--- src/rtl/branch_resolve_unit_if.sv ---
// branch_resolve_unit_if: branch results in, predictor updates and recovery requests out
interface branch_resolve_unit_if #(
  parameter int LANES = 2,
  parameter int AL_W  = 6,
  parameter int GH_W  = 10
);
  logic [LANES-1:0]      br_valid, br_mispred, br_taken, br_is_cond;
  logic [32*LANES-1:0]   br_addr, br_next;
  logic [GH_W*LANES-1:0] br_gh;
  logic [2*LANES-1:0]    br_pht;
  logic [AL_W*LANES-1:0] br_alptr;
  logic [AL_W-1:0]       al_head;
  logic                  in_ready;
  logic                  upd_valid, upd_ready;
  logic [31:0]           upd_addr, upd_next;
  logic                  upd_taken, upd_is_cond;
  logic [GH_W-1:0]       upd_gh;
  logic [1:0]            upd_pht;
  logic                  rec_req, rec_ack;
  logic [31:0]           rec_target;
  logic [AL_W-1:0]       rec_alptr;
  logic                  err_ovf;
  logic [31:0]           perf_br, perf_mis;
  modport master (
    output br_valid, br_mispred, br_taken, br_is_cond, br_addr, br_next, br_gh, br_pht,
           br_alptr, al_head, upd_ready, rec_ack,
    input  in_ready, upd_valid, upd_addr, upd_next, upd_taken, upd_is_cond, upd_gh, upd_pht,
           rec_req, rec_target, rec_alptr, err_ovf, perf_br, perf_mis
  );
  modport slave (
    input  br_valid, br_mispred, br_taken, br_is_cond, br_addr, br_next, br_gh, br_pht,
           br_alptr, al_head, upd_ready, rec_ack,
    output in_ready, upd_valid, upd_addr, upd_next, upd_taken, upd_is_cond, upd_gh, upd_pht,
           rec_req, rec_target, rec_alptr, err_ovf, perf_br, perf_mis
  );
endinterface

--- src/rtl/branch_resolve_unit.sv ---
// branch_resolve_unit: queues resolved branches for predictor update and raises recovery for the oldest mispredict; BRU_PERF_COUNTERS_EN enables perf counters
module branch_resolve_unit #(
  parameter int LANES = 2,
  parameter int DEPTH = 8,
  parameter int AL_W  = 6,
  parameter int GH_W  = 10
) (
  input logic clk,
  input logic rst,
  branch_resolve_unit_if.slave bus
);
  localparam int PW = $clog2(DEPTH);
  typedef struct packed {
    logic [31:0]     addr;
    logic [31:0]     next;
    logic            taken;
    logic            is_cond;
    logic [GH_W-1:0] gh;
    logic [1:0]      pht;
  } entry_t;
  typedef enum logic {IDLE, REQ} state_t;
  entry_t          mem [DEPTH];
  logic [PW-1:0]   wp, rp;
  logic [PW:0]     count, n_enq;
  logic [PW-1:0]   off [LANES];
  logic            enq_ok, deq, err;
  state_t          state, state_nx;
  logic [31:0]     tgt, tgt_nx, best_next;
  logic [AL_W-1:0] ptr, ptr_nx, best_ptr, best_age, age, held_age;
  logic            any_mis;
  assign bus.in_ready    = (DEPTH - int'(count)) >= LANES;
  assign bus.upd_valid   = count != '0;
  assign bus.upd_addr    = mem[rp].addr;
  assign bus.upd_next    = mem[rp].next;
  assign bus.upd_taken   = mem[rp].taken;
  assign bus.upd_is_cond = mem[rp].is_cond;
  assign bus.upd_gh      = mem[rp].gh;
  assign bus.upd_pht     = mem[rp].pht;
  assign bus.rec_req     = state == REQ;
  assign bus.rec_target  = tgt;
  assign bus.rec_alptr   = ptr;
  assign bus.err_ovf     = err;
  assign enq_ok          = bus.in_ready;
  assign deq             = bus.upd_valid && bus.upd_ready;
  assign held_age        = ptr - bus.al_head;
  // compact valid lanes into consecutive slots after the write pointer
  always_comb begin
    n_enq = '0;
    for (int l = 0; l < LANES; l++) begin
      off[l] = wp + n_enq[PW-1:0];
      n_enq  = n_enq + (PW+1)'(bus.br_valid[l]);
    end
  end
  // pick the oldest mispredicting lane relative to al_head; lowest lane wins ties
  always_comb begin
    any_mis   = 1'b0;
    best_age  = '0;
    best_ptr  = '0;
    best_next = '0;
    age       = '0;
    for (int l = 0; l < LANES; l++) begin
      age = bus.br_alptr[l*AL_W +: AL_W] - bus.al_head;
      if (bus.br_valid[l] && bus.br_mispred[l] && (!any_mis || age < best_age)) begin
        any_mis   = 1'b1;
        best_age  = age;
        best_ptr  = bus.br_alptr[l*AL_W +: AL_W];
        best_next = bus.br_next[l*32 +: 32];
      end
    end
  end
  // recovery FSM: capture when idle or acked, otherwise only a strictly older mispredict replaces
  always_comb begin
    state_nx = state == IDLE ? (any_mis ? REQ : IDLE) : (bus.rec_ack && !any_mis ? IDLE : REQ);
    tgt_nx   = tgt;
    ptr_nx   = ptr;
    if (any_mis && (state == IDLE || bus.rec_ack || best_age < held_age)) begin
      tgt_nx = best_next;
      ptr_nx = best_ptr;
    end
  end
  // recovery state and held redirect
  always_ff @(posedge clk or negedge rst)
    if (!rst) begin
      state <= IDLE;
      tgt   <= '0;
      ptr   <= '0;
    end else begin
      state <= state_nx;
      tgt   <= tgt_nx;
      ptr   <= ptr_nx;
    end
  // FIFO pointers, occupancy and sticky overflow; a whole cycle is dropped when there is no room
  always_ff @(posedge clk or negedge rst)
    if (!rst) begin
      wp    <= '0;
      rp    <= '0;
      count <= '0;
      err   <= 1'b0;
    end else begin
      if (enq_ok) wp <= wp + n_enq[PW-1:0];
      if (deq) rp <= rp + 1'b1;
      count <= count + (enq_ok ? n_enq : '0) - (PW+1)'(deq);
      if (|bus.br_valid && !enq_ok) err <= 1'b1;
    end
  // FIFO storage needs no reset since occupancy gates visibility
  always_ff @(posedge clk)
    for (int l = 0; l < LANES; l++)
      if (enq_ok && bus.br_valid[l])
        mem[off[l]] <= '{addr: bus.br_addr[l*32 +: 32], next: bus.br_next[l*32 +: 32],
                         taken: bus.br_taken[l], is_cond: bus.br_is_cond[l],
                         gh: bus.br_gh[l*GH_W +: GH_W], pht: bus.br_pht[l*2 +: 2]};
`ifdef BRU_PERF_COUNTERS_EN
  logic [31:0] pbr, pmis;
  assign bus.perf_br  = pbr;
  assign bus.perf_mis = pmis;
  // count enqueued branches and all reported mispredicts
  always_ff @(posedge clk or negedge rst)
    if (!rst) begin
      pbr  <= '0;
      pmis <= '0;
    end else begin
      pbr  <= pbr + (enq_ok ? 32'(n_enq) : 32'd0);
      pmis <= pmis + 32'($countones(bus.br_valid & bus.br_mispred));
    end
`else
  assign bus.perf_br  = '0;
  assign bus.perf_mis = '0;
`endif
endmodule
--- src/flat_wrapper.sv ---
// flat-port wrapper written by rule: the top's interface ports become plain ports
module branch_resolve_unit_flat 
#(
  parameter int LANES = 2,
  parameter int DEPTH = 8,
  parameter int AL_W  = 6,
  parameter int GH_W  = 10
)
  (clk, rst, bus_br_valid, bus_br_mispred, bus_br_taken, bus_br_is_cond, bus_br_addr, bus_br_next, bus_br_gh, bus_br_pht, bus_br_alptr, bus_al_head, bus_upd_ready, bus_rec_ack, bus_in_ready, bus_upd_valid, bus_upd_addr, bus_upd_next, bus_upd_taken, bus_upd_is_cond, bus_upd_gh, bus_upd_pht, bus_rec_req, bus_rec_target, bus_rec_alptr, bus_err_ovf, bus_perf_br, bus_perf_mis);
  branch_resolve_unit_if #(.LANES(LANES), .AL_W(AL_W), .GH_W(GH_W)) bus_i ();
  input logic clk;
  input logic rst;
  input wire logic [$bits(bus_i.br_valid)-1:0] bus_br_valid;
  input wire logic [$bits(bus_i.br_mispred)-1:0] bus_br_mispred;
  input wire logic [$bits(bus_i.br_taken)-1:0] bus_br_taken;
  input wire logic [$bits(bus_i.br_is_cond)-1:0] bus_br_is_cond;
  input wire logic [$bits(bus_i.br_addr)-1:0] bus_br_addr;
  input wire logic [$bits(bus_i.br_next)-1:0] bus_br_next;
  input wire logic [$bits(bus_i.br_gh)-1:0] bus_br_gh;
  input wire logic [$bits(bus_i.br_pht)-1:0] bus_br_pht;
  input wire logic [$bits(bus_i.br_alptr)-1:0] bus_br_alptr;
  input wire logic [$bits(bus_i.al_head)-1:0] bus_al_head;
  input wire logic [$bits(bus_i.upd_ready)-1:0] bus_upd_ready;
  input wire logic [$bits(bus_i.rec_ack)-1:0] bus_rec_ack;
  output wire logic [$bits(bus_i.in_ready)-1:0] bus_in_ready;
  output wire logic [$bits(bus_i.upd_valid)-1:0] bus_upd_valid;
  output wire logic [$bits(bus_i.upd_addr)-1:0] bus_upd_addr;
  output wire logic [$bits(bus_i.upd_next)-1:0] bus_upd_next;
  output wire logic [$bits(bus_i.upd_taken)-1:0] bus_upd_taken;
  output wire logic [$bits(bus_i.upd_is_cond)-1:0] bus_upd_is_cond;
  output wire logic [$bits(bus_i.upd_gh)-1:0] bus_upd_gh;
  output wire logic [$bits(bus_i.upd_pht)-1:0] bus_upd_pht;
  output wire logic [$bits(bus_i.rec_req)-1:0] bus_rec_req;
  output wire logic [$bits(bus_i.rec_target)-1:0] bus_rec_target;
  output wire logic [$bits(bus_i.rec_alptr)-1:0] bus_rec_alptr;
  output wire logic [$bits(bus_i.err_ovf)-1:0] bus_err_ovf;
  output wire logic [$bits(bus_i.perf_br)-1:0] bus_perf_br;
  output wire logic [$bits(bus_i.perf_mis)-1:0] bus_perf_mis;
  assign bus_i.br_valid = bus_br_valid;
  assign bus_i.br_mispred = bus_br_mispred;
  assign bus_i.br_taken = bus_br_taken;
  assign bus_i.br_is_cond = bus_br_is_cond;
  assign bus_i.br_addr = bus_br_addr;
  assign bus_i.br_next = bus_br_next;
  assign bus_i.br_gh = bus_br_gh;
  assign bus_i.br_pht = bus_br_pht;
  assign bus_i.br_alptr = bus_br_alptr;
  assign bus_i.al_head = bus_al_head;
  assign bus_i.upd_ready = bus_upd_ready;
  assign bus_i.rec_ack = bus_rec_ack;
  assign bus_in_ready = bus_i.in_ready;
  assign bus_upd_valid = bus_i.upd_valid;
  assign bus_upd_addr = bus_i.upd_addr;
  assign bus_upd_next = bus_i.upd_next;
  assign bus_upd_taken = bus_i.upd_taken;
  assign bus_upd_is_cond = bus_i.upd_is_cond;
  assign bus_upd_gh = bus_i.upd_gh;
  assign bus_upd_pht = bus_i.upd_pht;
  assign bus_rec_req = bus_i.rec_req;
  assign bus_rec_target = bus_i.rec_target;
  assign bus_rec_alptr = bus_i.rec_alptr;
  assign bus_err_ovf = bus_i.err_ovf;
  assign bus_perf_br = bus_i.perf_br;
  assign bus_perf_mis = bus_i.perf_mis;
  branch_resolve_unit #(.LANES(LANES), .DEPTH(DEPTH), .AL_W(AL_W), .GH_W(GH_W)) u_core (.clk(clk), .rst(rst), .bus(bus_i));
endmodule
--- config.mk ---
export PLATFORM = sky130hd
export DESIGN_NAME = branch_resolve_unit_flat
export DESIGN_NICKNAME = d
export VERILOG_FILES = /design/src/rtl/branch_resolve_unit_if.sv /design/src/rtl/branch_resolve_unit.sv /design/src/flat_wrapper.sv
export SDC_FILE = /design/constraint.sdc
export NUM_CORES = 1
export LEC_CHECK = 0
export ABC_CLOCK_PERIOD_IN_PS = 6900
export BUFFER_PORTS_ARGS = -buffer_cell sky130_fd_sc_hd__buf_2
export CORE_MARGIN = 10
export CORE_UTILIZATION = 60
export CTS_CLUSTER_SIZE = 25
export DETAILED_ROUTE_END_ITERATION = 8
export PLACE_DENSITY_LB_ADDON = 0.08
export SYNTH_ARGS = -nofsm -noshare
export SYNTH_HDL_FRONTEND = slang
export SYNTH_SLANG_ARGS = --single-unit
export TNS_END_PERCENT = 1
--- constraint.sdc ---
create_clock -name clk -period 6.9 [get_ports clk]
set_input_delay 0 -clock clk [delete_from_list [all_inputs] [get_ports clk]]
set_output_delay 0 -clock clk [all_outputs]
set_load 0.005 [all_outputs]
==> reports/results.txt, run 1 <==
Status - completed
Die W - 261.9 um
Stages on worst setup path - 18
Area leader, netlist - edfxtp_1
Layout Skew - 0.02929 ns
Final core utilization - 0.7265
Most frequent cells in the layout - mux2_2 (729), edfxtp_1 (624), buf_2 (301), dlygate4sd3_1 (252), mux4_2 (156)
F_max - 189.9 MHz
Setup violations, final - 0
Detailed-route DRC error count - 0
Startpoint Class - input port
Core Region - 57810 um^2
Drt first-iter violations - 1914
H-tree levels - 3
Nets - 2853
DR pass1 iterations - 6
Root buf cell - clkbuf_16
Critical-path cell list - dlygate4sd3_1 > buf_2 > and2_2 > o211ai_1 > o41ai_1 > nor2_1 > ha_1 > a211oi_2 > nand4_1 > o22ai_4 > o21ai_0 > ha_1 > a21o_1 > a211o_1 > a32o_1 > a311oi_4 > buf_4 > mux2_2
PostCTS Resize Cnt - 0
Maximum vdd ir drop - 0.3877 mV
Via Count - 21000
Placer Congestion - 0.8022
R2R cell count - 11
M3 GR Usage - 0.05113
Final Power - 0.01549 W
First-pass GRT wire length - 139.2 mm
Distinct cells, synth - 52
Initial core utilization - 0.6074
Async SR Flop Fraction - 0.07418
Slowest CP cell - and2_2
EDFF count, synth - 624
Clk_lat worst skew - 0.61 ns
GRT busiest layer - met2
Sw power - 0.004919 W
Top-area cell type share of the netlist area - 0.5337
Data arrival time of the worst path - 5.75 ns
CP max stage delay - 0.80 ns
Warning count from the yosys run - 0
Worst rel slew slack - 0.2280
Synth Area per Inst - 16.74 um^2
# port buffers - 301
Synth top area cells - edfxtp_1 (53%), mux2_2 (23%), mux4_2 (10%)
MaxCap Viol Count - 0
Slew Limit Fails - 0
Rows - 88
Met1 Use GR - 0.3563
Routed wire length - 92.16 mm
Most frequent cell on the critical path - ha_1
Routed WL per cell - 26.75 um
Layout area overhead - 19.62%
Fraction of layout cells with a size suffix above 1 - 0.5007
Final hold violation count - 0
Worst hold-check path type - in -> async
Actual slew at the worst max-slew pin - 1.155 ns
Post-route ant nets - 0
CTS tree - yes
Critical path capture point - u_core.bus.rec_target[11]
Vias in the first global route - 22800
Crit share post-route - 0.7633
Power Density - 368.8 nW/um^2
Sequential share of power - 0.382
Clk pwr share - 0.242
Syn Inst Count - 2097
Clock tree buffer depth - 3
HPWL after DPL - 50.01 mm
Post-synthesis sequential area ratio - 0.5694
Fin crit period - 5.266 ns
Largest net degree at the start of global routing - 159
M2 GR Usage - 0.4515
#FFs+latches synth - 674
Worst path bufs/invs - 3
Post-CTS setup buffer count - 0
Setup crit start - bus_br_valid[0]
Clock slew at reported path FFs - 0.06 ns
CP delay by family, top - compound AO/OA/AOI/OAI gates
Most common cell after layout, fill and taps aside - mux2_2
Gr usage total - 0.2691
WP data required - 7.38 ns
CTS Sinks - 674
CP max FO - 43
CTS Buf Count - 73
Critical R2R Capture - u_core.mem[2][8]
R2R Path Start - u_core.count[0]
Mapped Area - 35110 um^2
Setup TNS - 0 ns
Die area - 68590 um^2
Global route overflow - 0
Leak - 14.81 nW
Number of vias per cell - 6.094
Top_reg_cell synth - edfxtp_1
RSZ-0062 raised after global routing - false
R2R setup slack - 2.27 ns
Die height - 261.9 um
Comb pwr share - 0.376
Hold-fix buffers at CTS - 252
Io pins - 366
CP Capture Type - flip-flop
Antenna violations before repair - 1
CP Class - in -> reg
Cell internal pwr - 0.01057 W
Net Sw Frac - 0.3176
[power groups by stage]
stage	Clock [W]	Combinational (W)	Sequential [W]
floorplan	0	0.00376	0.00593
global placement	0	0.00562	0.00594
detailed placement	0	0.00568	0.00600
CTS	0.00381	0.00588	0.00592
global route	0.00397	0.00623	0.00598
finish	0.00375	0.00582	0.00591
[logic make-up (layout without fill, tap and decap cells)]
group,count (synthesis),in the layout,synth area share
other cells,1,65,0.0001068
compound gates,91,91,0.01618
xor+xnor,17,17,0.004455
fa+ha+maj,45,45,0.01711
buf+inv,224,744,0.03525
flops,674,674,0.5694
simple gates,144,144,0.01864
mux,901,901,0.3389
[cell usage after synthesis (all sizes together), types with 3 or more instances]
master and n:
fa 5, and2 5, mux2 742, or3 4, nand2 102, mux4 156
o22ai 5, xor2 10, dfrtp 50, a21o 6, o21bai 5, nor2b 7
buf 152, clkbuf 42, mux2i 3, inv 30, nor2 11, xnor2 7
nand3 4, ha 40, a21boi 3, o21ai 49, o211ai 4, edfxtp 624
nor3 3, a21oi 9
[layout make-up]
type	instances	area (um^2)
sequential	674	20000
fill	3766	15810
multi-input combinational	1262	14280
timing repair buffer	585	4382
clock buffer	104	2058
tap	765	957.2
clock inverter	25	201.4
inverter	30	112.6
antenna	1	2.502
[state kept, by name (all words and copies together) (netlist names)]
| name | count |
|---|---|
| u_core.bus.rec_req | 1 |
| u_core.bus.rec_alptr | 6 |
| u_core.rp | 3 |
| u_core.bus.rec_target | 32 |
| u_core.bus.err_ovf | 1 |
| u_core.wp | 3 |
| u_core.mem | 624 |
| u_core.count | 4 |
[through the flow]
step                instances  cell area (um^2)  setup WS (ns)  hold slack, ns
floorplan                2160             35350         0.8484         -0.2956
global placement         3064             37210          1.512          0.1667
detailed placement       3064             37210          1.344          0.1771
CTS                      3445             41990          1.731         0.07496
global route             3445             41990          1.260          0.1372
finish                   3446             42000          1.634         0.08087
[worst min path at each step]
stage | from | slack, ns | cells past startpoint | end
2_1_floorplan | rst | -0.30 | 0 | u_core.bus.err_ovf
3_3_place_gp | rst | 0.17 | 2 | u_core.bus.rec_alptr[3]
3_5_place_dp | rst | 0.18 | 2 | u_core.bus.rec_alptr[1]
4_1_cts | rst | 0.07 | 3 | u_core.bus.rec_alptr[5]
5_1_grt | rst | 0.14 | 3 | u_core.bus.rec_alptr[5]
6_report | rst | 0.08 | 3 | u_core.bus.rec_alptr[5]
[layer usage]
metal | up-vias | part of all wire | routed length, um
met4 | 2 | 0.020 | 1872
li1 | 9236 | - | -
met1 | 10840 | 0.40 | 37210
met3 | 130 | 0.072 | 6607
met5 | - | 0.00014 | 13
met2 | 796 | 0.50 | 46460
[worst register-to-register path, delay by kind of cell (launching register included)]
kind,cells,cell delay (ns)
AO/OA/AOI/OAI,2,0.45
AND/OR/NAND/NOR,3,0.73
flip-flops,1,0.38
multiplexers,1,0.43
adder cells (fa/ha/maj),1,0.25
buffers and inverters,4,2.15
No activity file was read; power rests on OpenSTA's default activity.
==> inputs of run 2 (changes only) <==
- ABC_CLOCK_PERIOD_IN_PS: 6900 -> 4200
- CORE_UTILIZATION: 60 -> 54
- clock period: 6.9 -> 4.2 ns (I/O delays scaled with it)
==> run 2 against run 1 <==
Against the previous run:
- sequential share of layout area fell by 0.83 points
- clock skew fell by 0.010 ns
- via count fell by 0.35%
- critical path depth rose by 3
- final cell count rose by 4.0%
- hold slack got worse by 0.031 ns
- global-route usage fell by 2.4 points
- sequential cell count did not move
- clock power rose by 64%
- critical path type unchanged
- combinational power rose by 68%
- sequential power rose by 65%
==> reports/results.txt, run 2 (same netlist as run 1, synthesis figures left out) <==
Leak - 15.13 nW (+2.2%)
Power Density - 601.2 nW/um^2 (+63%)
Core Region - 64460 um^2 (+12%)
Most frequent cell on the critical path - buf_6
CTS Sinks - 674 (unchanged)
Rows - 93 (+5.7%)
# port buffers - 301 (unchanged)
Slowest CP cell - dlygate4sd3_1
DR pass1 iterations - 5 (-1)
Fin crit period - 4.050 ns
MaxCap Viol Count - 0 (unchanged)
Startpoint Class - input port
Post-placement cell area - 37800 um^2 (+1.6%)
Clk_lat worst skew - 0.60 ns (about the same)
Final core utilization - 0.6631 (-0.06344)
Routed wire length - 94.80 mm (+2.9%)
WP data required - 4.68 ns (-2.70 ns)
Root buf cell - clkbuf_16
Clock tree buffer depth - 3 (unchanged)
CTS tree - yes
Placer Congestion - 0.8237 (+2.7%)
Clock slew at reported path FFs - 0.06 ns (about the same)
Maximum vdd ir drop - 0.5376 mV (+39%)
Most frequent cells in the layout - mux2_2 (728), edfxtp_1 (624), buf_2 (301), dlygate4sd3_1 (250), mux4_2 (156)
Setup violations, final - 0 (unchanged)
Die height - 275.0 um (+5.0%)
First-pass GRT wire length - 140.6 mm (+1.0%)
H-tree levels - 3 (unchanged)
F_max - 246.9 MHz
Actual slew at the worst max-slew pin - 0.7726 ns (-0.3829 ns)
Initial core utilization - 0.5446 (-0.06274)
HPWL after DPL - 51.67 mm (+3.3%)
Nets - 2901 (+1.7%)
Worst hold-check path type - in -> reg
RSZ-0062 raised after global routing - true
CTS Buf Count - 73 (unchanged)
Worst rel slew slack - 0.4849 (+0.2569)
Gr usage total - 0.2451 (-0.02396)
Antenna violations before repair - 1 (unchanged)
CP max FO - 6 (-86%)
CP max stage delay - 0.53 ns (-0.27 ns)
Largest net degree at the start of global routing - 91 (-43%)
Final Power - 0.02570 W (+66%)
Finished Cell Area - 42740 um^2 (+1.8%)
Max reg flops - 624 (unchanged)
Worst Hold Launch - bus_br_alptr[0]
Via Count - 20930 (-0.35%)
Global route overflow - 0 (unchanged)
CP delay by family, top - compound AO/OA/AOI/OAI gates
R2R setup slack - 0.43 ns (-1.84 ns)
Most common cell after layout, fill and taps aside - mux2_2
R2R Path Start - u_core.count[0]
Setup crit start - bus_br_alptr[9]
Status - completed
Critical-path cell list - dlygate4sd3_1 > buf_2 > ha_1 > a21boi_1 > buf_4 > mux2i_1 > or2_4 > ha_4 > a211oi_2 > nand4_1 > o22ai_4 > buf_6 > o21ai_0 > o21ai_1 > ha_1 > a211o_1 > a32o_2 > a311oi_4 > buf_6 > buf_6 > mux2_2
Setup TNS - 0 ns (unchanged)
Post-route ant nets - 0 (unchanged)
Die W - 275.0 um (+5.0%)
Routed WL per cell - 26.44 um (-1.1%)
CP Class - in -> reg
Drt first-iter violations - 1589 (-17%)
CP Capture Type - flip-flop
Die area - 75610 um^2 (+10%)
Layout Skew - 0.01885 ns (-0.01044 ns)
Crit share post-route - 0.9643
Vias in the first global route - 22840 (+0.14%)
Data arrival time of the worst path - 4.53 ns (-1.22 ns)
Worst path bufs/invs - 6 (+3)
Number of vias per cell - 5.837 (-4.2%)
Slew Limit Fails - 0 (unchanged)
Final hold violation count - 0 (unchanged)
Layout area overhead - 21.75%
Detailed-route DRC error count - 0 (unchanged)
Fraction of layout cells with a size suffix above 1 - 0.5119 (+0.01117)
Io pins - 366 (unchanged)
[run 2: stage by stage]
| stage | hold WS, ns | std cells | worst slack (ns) |
|---|---|---|---|
| final | 0.04964 | 3585 | 0.1498 |
| after floorplan | -0.2956 | 2160 | -1.852 |
| after CTS | 0.005638 | 3575 | 0.05659 |
| after global placement | 0.1767 | 3197 | -0.3253 |
| after detailed placement | 0.1920 | 3197 | -0.3867 |
| after global routing | 0.06444 | 3583 | -0.02064 |
[run 2: path summary, 6_finish.rpt]
check                                       endpoint  cells after the start
min                          u_core.bus.rec_alptr[0]                      5
max in group asynchronous               u_core.rp[0]                      3
max reg2reg                        u_core.mem[2][44]                     10
min reg2reg                       u_core.bus.err_ovf                      1
max                        u_core.bus.rec_target[10]                     21
min in group asynchronous   u_core.bus.rec_target[8]                      3
[run 2: cell type report]
type                    count  area [um^2]
flip-flops and latches    674        20000
well taps                 855         1070
multi-input cells        1262        14340
clock inverters            19        108.9
inverters                  30        112.6
fillers                  4614        21720
diodes                      3        7.507
clock buffers             109         2150
repair buffers            633         4954
[run 2: power breakdown]
group / total [W] / internal, W / switching, W
Clock: 0.00616 / 0.00358 / 0.00257
Combinational: 0.00978 / 0.00481 / 0.00497
Sequential: 0.00977 / 0.00915 / 0.000611
Total: 0.0257 / 0.0175 / 0.00815
[run 2: worst min-delay path, stage by stage]
cell     delay (ns)
buf_2          0.10
inv_1          0.07
buf_4          0.11
o31ai_1        0.07
mux2_4         0.25
[run 2: per-layer routing]
| metal | wire length (um) | share of wire | GRT usage |
|---|---|---|---|
| met5 | 0 | 0 | 0 |
| met4 | 1892 | 0.020 | 0.06342 |
| met3 | 5271 | 0.056 | 0.03916 |
| met2 | 49210 | 0.52 | 0.4300 |
| met1 | 38430 | 0.41 | 0.3132 |
[run 2: repair_timing]
action | in CTS | in global routing
endpoints found under the hold margin | 717 | 0
gates resized for setup | 0 | 26
endpoints found under the setup margin | 0 | 38
buffers inserted | 0 | 2
hold buffers | 250 | 0
==> inputs of run 3 (changes only) <==
- REMOVE_ABC_BUFFERS: not set -> 1
==> run 3 against run 2 <==
Against the previous run:
- power rose by 2.0%
- sequential share of layout area decreased by 0.17 points
- combinational power is 0.8% higher
- hold slack better by 0.0037 ns
==> reports/results.txt, run 3 (same netlist as run 1, synthesis figures left out) <==
Worst hold slack - 0.05338 ns (+0.003737 ns)
CP max FO - 12 (+6)
Worst path bufs/invs - 5 (-1)
Startpoint Class - input port
Io pins - 366 (unchanged)
Antenna violations before repair - 5 (+4)
Actual slew at the worst max-slew pin - 0.9137 ns (+0.1411 ns)
CP Capture Type - flip-flop
Placed insts - 3204 (+0.22%)
Post-route ant nets - 0 (unchanged)
Detailed-route DRC error count - 0 (unchanged)
Setup violations, final - 0 (unchanged)
Maximum vdd ir drop - 0.4204 mV (-22%)
Most frequent cell on the critical path - nand2_1
F_max - 243.9 MHz (-1.2%)
Fraction of layout cells with a size suffix above 1 - 0.5126 (+0.0006780)
Data arrival time of the worst path - 4.58 ns (+0.05 ns)
Most common cell after layout, fill and taps aside - mux2_2
Status - completed
Fill cell count - 4649 (+0.76%)
MaxCap Viol Count - 0 (unchanged)
Leak - 15.21 nW (+0.56%)
Die area - 75610 um^2 (unchanged)
Layout Skew - 0.02950 ns (+0.01064 ns)
Max reg flops - 624 (unchanged)
Routed wire length - 97.33 mm (+2.7%)
Worst hold-check path type - in -> async
Fin cells - 3599 (+0.39%)
Core Region - 64460 um^2 (unchanged)
Die W - 275.0 um (unchanged)
Root buf cell - clkbuf_16
Die height - 275.0 um (unchanged)
First-pass GRT wire length - 144.8 mm (+3.0%)
Largest net degree at the start of global routing - 79 (-13%)
Slowest CP cell - dlygate4sd3_1
Power Density - 610.8 nW/um^2 (+1.6%)
CTS tree - yes
CTS Sinks - 674 (unchanged)
Initial core utilization - 0.5446 (unchanged)
Gr usage total - 0.2559 (+0.01077)
Worst rel slew slack - 0.3909 (-0.09404)
Crit share post-route - 0.9764 (+0.01207)
Final hold violation count - 0 (unchanged)
CP max stage delay - 0.55 ns (+0.02 ns)
Stages on worst setup path - 22 (+4.8%)
Rows - 93 (unchanged)
CTS Buf Count - 75 (+2.7%)
DR pass1 iterations - 5 (unchanged)
Via Count - 21140 (+1.0%)
Critical-path cell list - buf_2 > dlygate4sd3_1 > buf_4 > fa_1 > nand2_1 > nand2_1 > a21oi_2 > xnor2_1 > ha_1 > o21ai_2 > a21oi_2 > o22ai_4 > nand2_1 > o21ai_1 > ha_1 > a21o_1 > a211o_1 > a32o_1 > a311oi_4 > buf_4 > buf_8 > mux2_2
CP Class - in -> reg
Clk_lat worst skew - 0.63 ns (+0.03 ns)
Slew Limit Fails - 0 (unchanged)
# port buffers - 301 (unchanged)
Routed WL per cell - 27.04 um (+2.3%)
WP data required - 4.68 ns (about the same)
Global route overflow - 0 (unchanged)
Fin crit period - 4.101 ns (+0.05070 ns)
Clock tree buffer depth - 3 (unchanged)
Layout area overhead - 22.19%
Vias in the first global route - 23110 (+1.2%)
Clock slew at reported path FFs - 0.06 ns (about the same)
Most frequent cells in the layout - mux2_2 (729), edfxtp_1 (624), buf_2 (301), dlygate4sd3_1 (251), mux4_2 (156)
Nets - 2907 (+0.21%)
H-tree levels - 3 (unchanged)
Placer Congestion - 0.8776 (+6.5%)
R2R cell count - 10 (unchanged)
CP delay by family, top - compound AO/OA/AOI/OAI gates
Drt first-iter violations - 1704 (+7.2%)
HPWL after DPL - 53.80 mm (+4.1%)
Number of vias per cell - 5.874 (+0.63%)
## run 3: per-stage QoR
step / worst slack, ns / setup TNS [ns] / total power [W] / instance area [um^2] / utilization
after floorplan: -5.486 / -1750.46 / 0.01597 / 34220 / -
after global placement: -0.3740 / -13.61 / 0.01941 / 37900 / 0.5879
after detailed placement: -0.4776 / -17.57 / 0.01958 / 37900 / 0.5879
after CTS: 0.01634 / 0 / 0.02643 / 42830 / 0.6644
after global routing: -0.04577 / -0.5141 / 0.02739 / 42900 / 0.6654
final: 0.09913 / 0 / 0.02620 / 42900 / 0.6655
## run 3: worst paths after layout
| path | from | to | slack [ns] |
|---|---|---|---|
| worst max register to register | u_core.count[0] | u_core.mem[6][4] | 0.37 |
| worst min-delay path | rst | u_core.bus.rec_target[11] | 0.05 |
| max in group asynchronous | rst | u_core.rp[1] | 3.47 |
| worst max-delay path | bus_br_alptr[7] | u_core.bus.rec_target[3] | 0.1 |
| min in group clk | bus_br_valid[0] | u_core.bus.err_ovf | 0.16 |
| worst min register to register | u_core.bus.err_ovf | u_core.bus.err_ovf | 0.49 |
## run 3: power by group
| group | total, W | switching [W] | internal (W) |
|---|---|---|---|
| sequential | 0.00980 | 0.000647 | 0.00915 |
| clock | 0.00654 | 0.00271 | 0.00383 |
| combinational | 0.00986 | 0.00502 | 0.00484 |
| total | 0.0262 | 0.00838 | 0.0178 |
## run 3: final cells by class
type                            instances  area [um^2]  area share
Timing Repair Buffer                  637         4992      0.1164
Sequential cell                       674        20000      0.4662
Clock buffer                           98         2057     0.04795
Inverter                               30        112.6    0.002625
Clock inverter                         38        361.6    0.008429
Tap cell                              855         1070     0.02494
Multi-Input combinational cell       1262        14290      0.3332
Antenna cell                            5        12.51   0.0002917
## run 3: per-layer routing
layer	vias up	GRT usage	share of wire
met5	-	0	0.00013
met4	2	0.06025	0.017
met3	128	0.04897	0.058
met2	639	0.4364	0.51
met1	11000	0.3351	0.41
li1	9371	-	-
## run 3: timing repair
| item | in CTS | in global routing |
|---|---|---|
| gates resized for setup | 0 | 15 |
| hold endpoints to repair | 717 | 0 |
| buffers inserted | 0 | 2 |
| endpoints found under the setup margin | 0 | 38 |
| hold buffers | 251 | 0 |
## run 3: worst register-to-register path: stages, from the launching register on
cell	delay, ns
dfrtp_1	0.37
inv_1	0.11
ha_1	0.25
o21ai_1	0.08
nor2_1	0.07
o311ai_4	0.40
nand2b_1	0.40
nor2_4	0.55
buf_12	0.39
mux2_2	0.42
dlygate4sd3_1	0.56
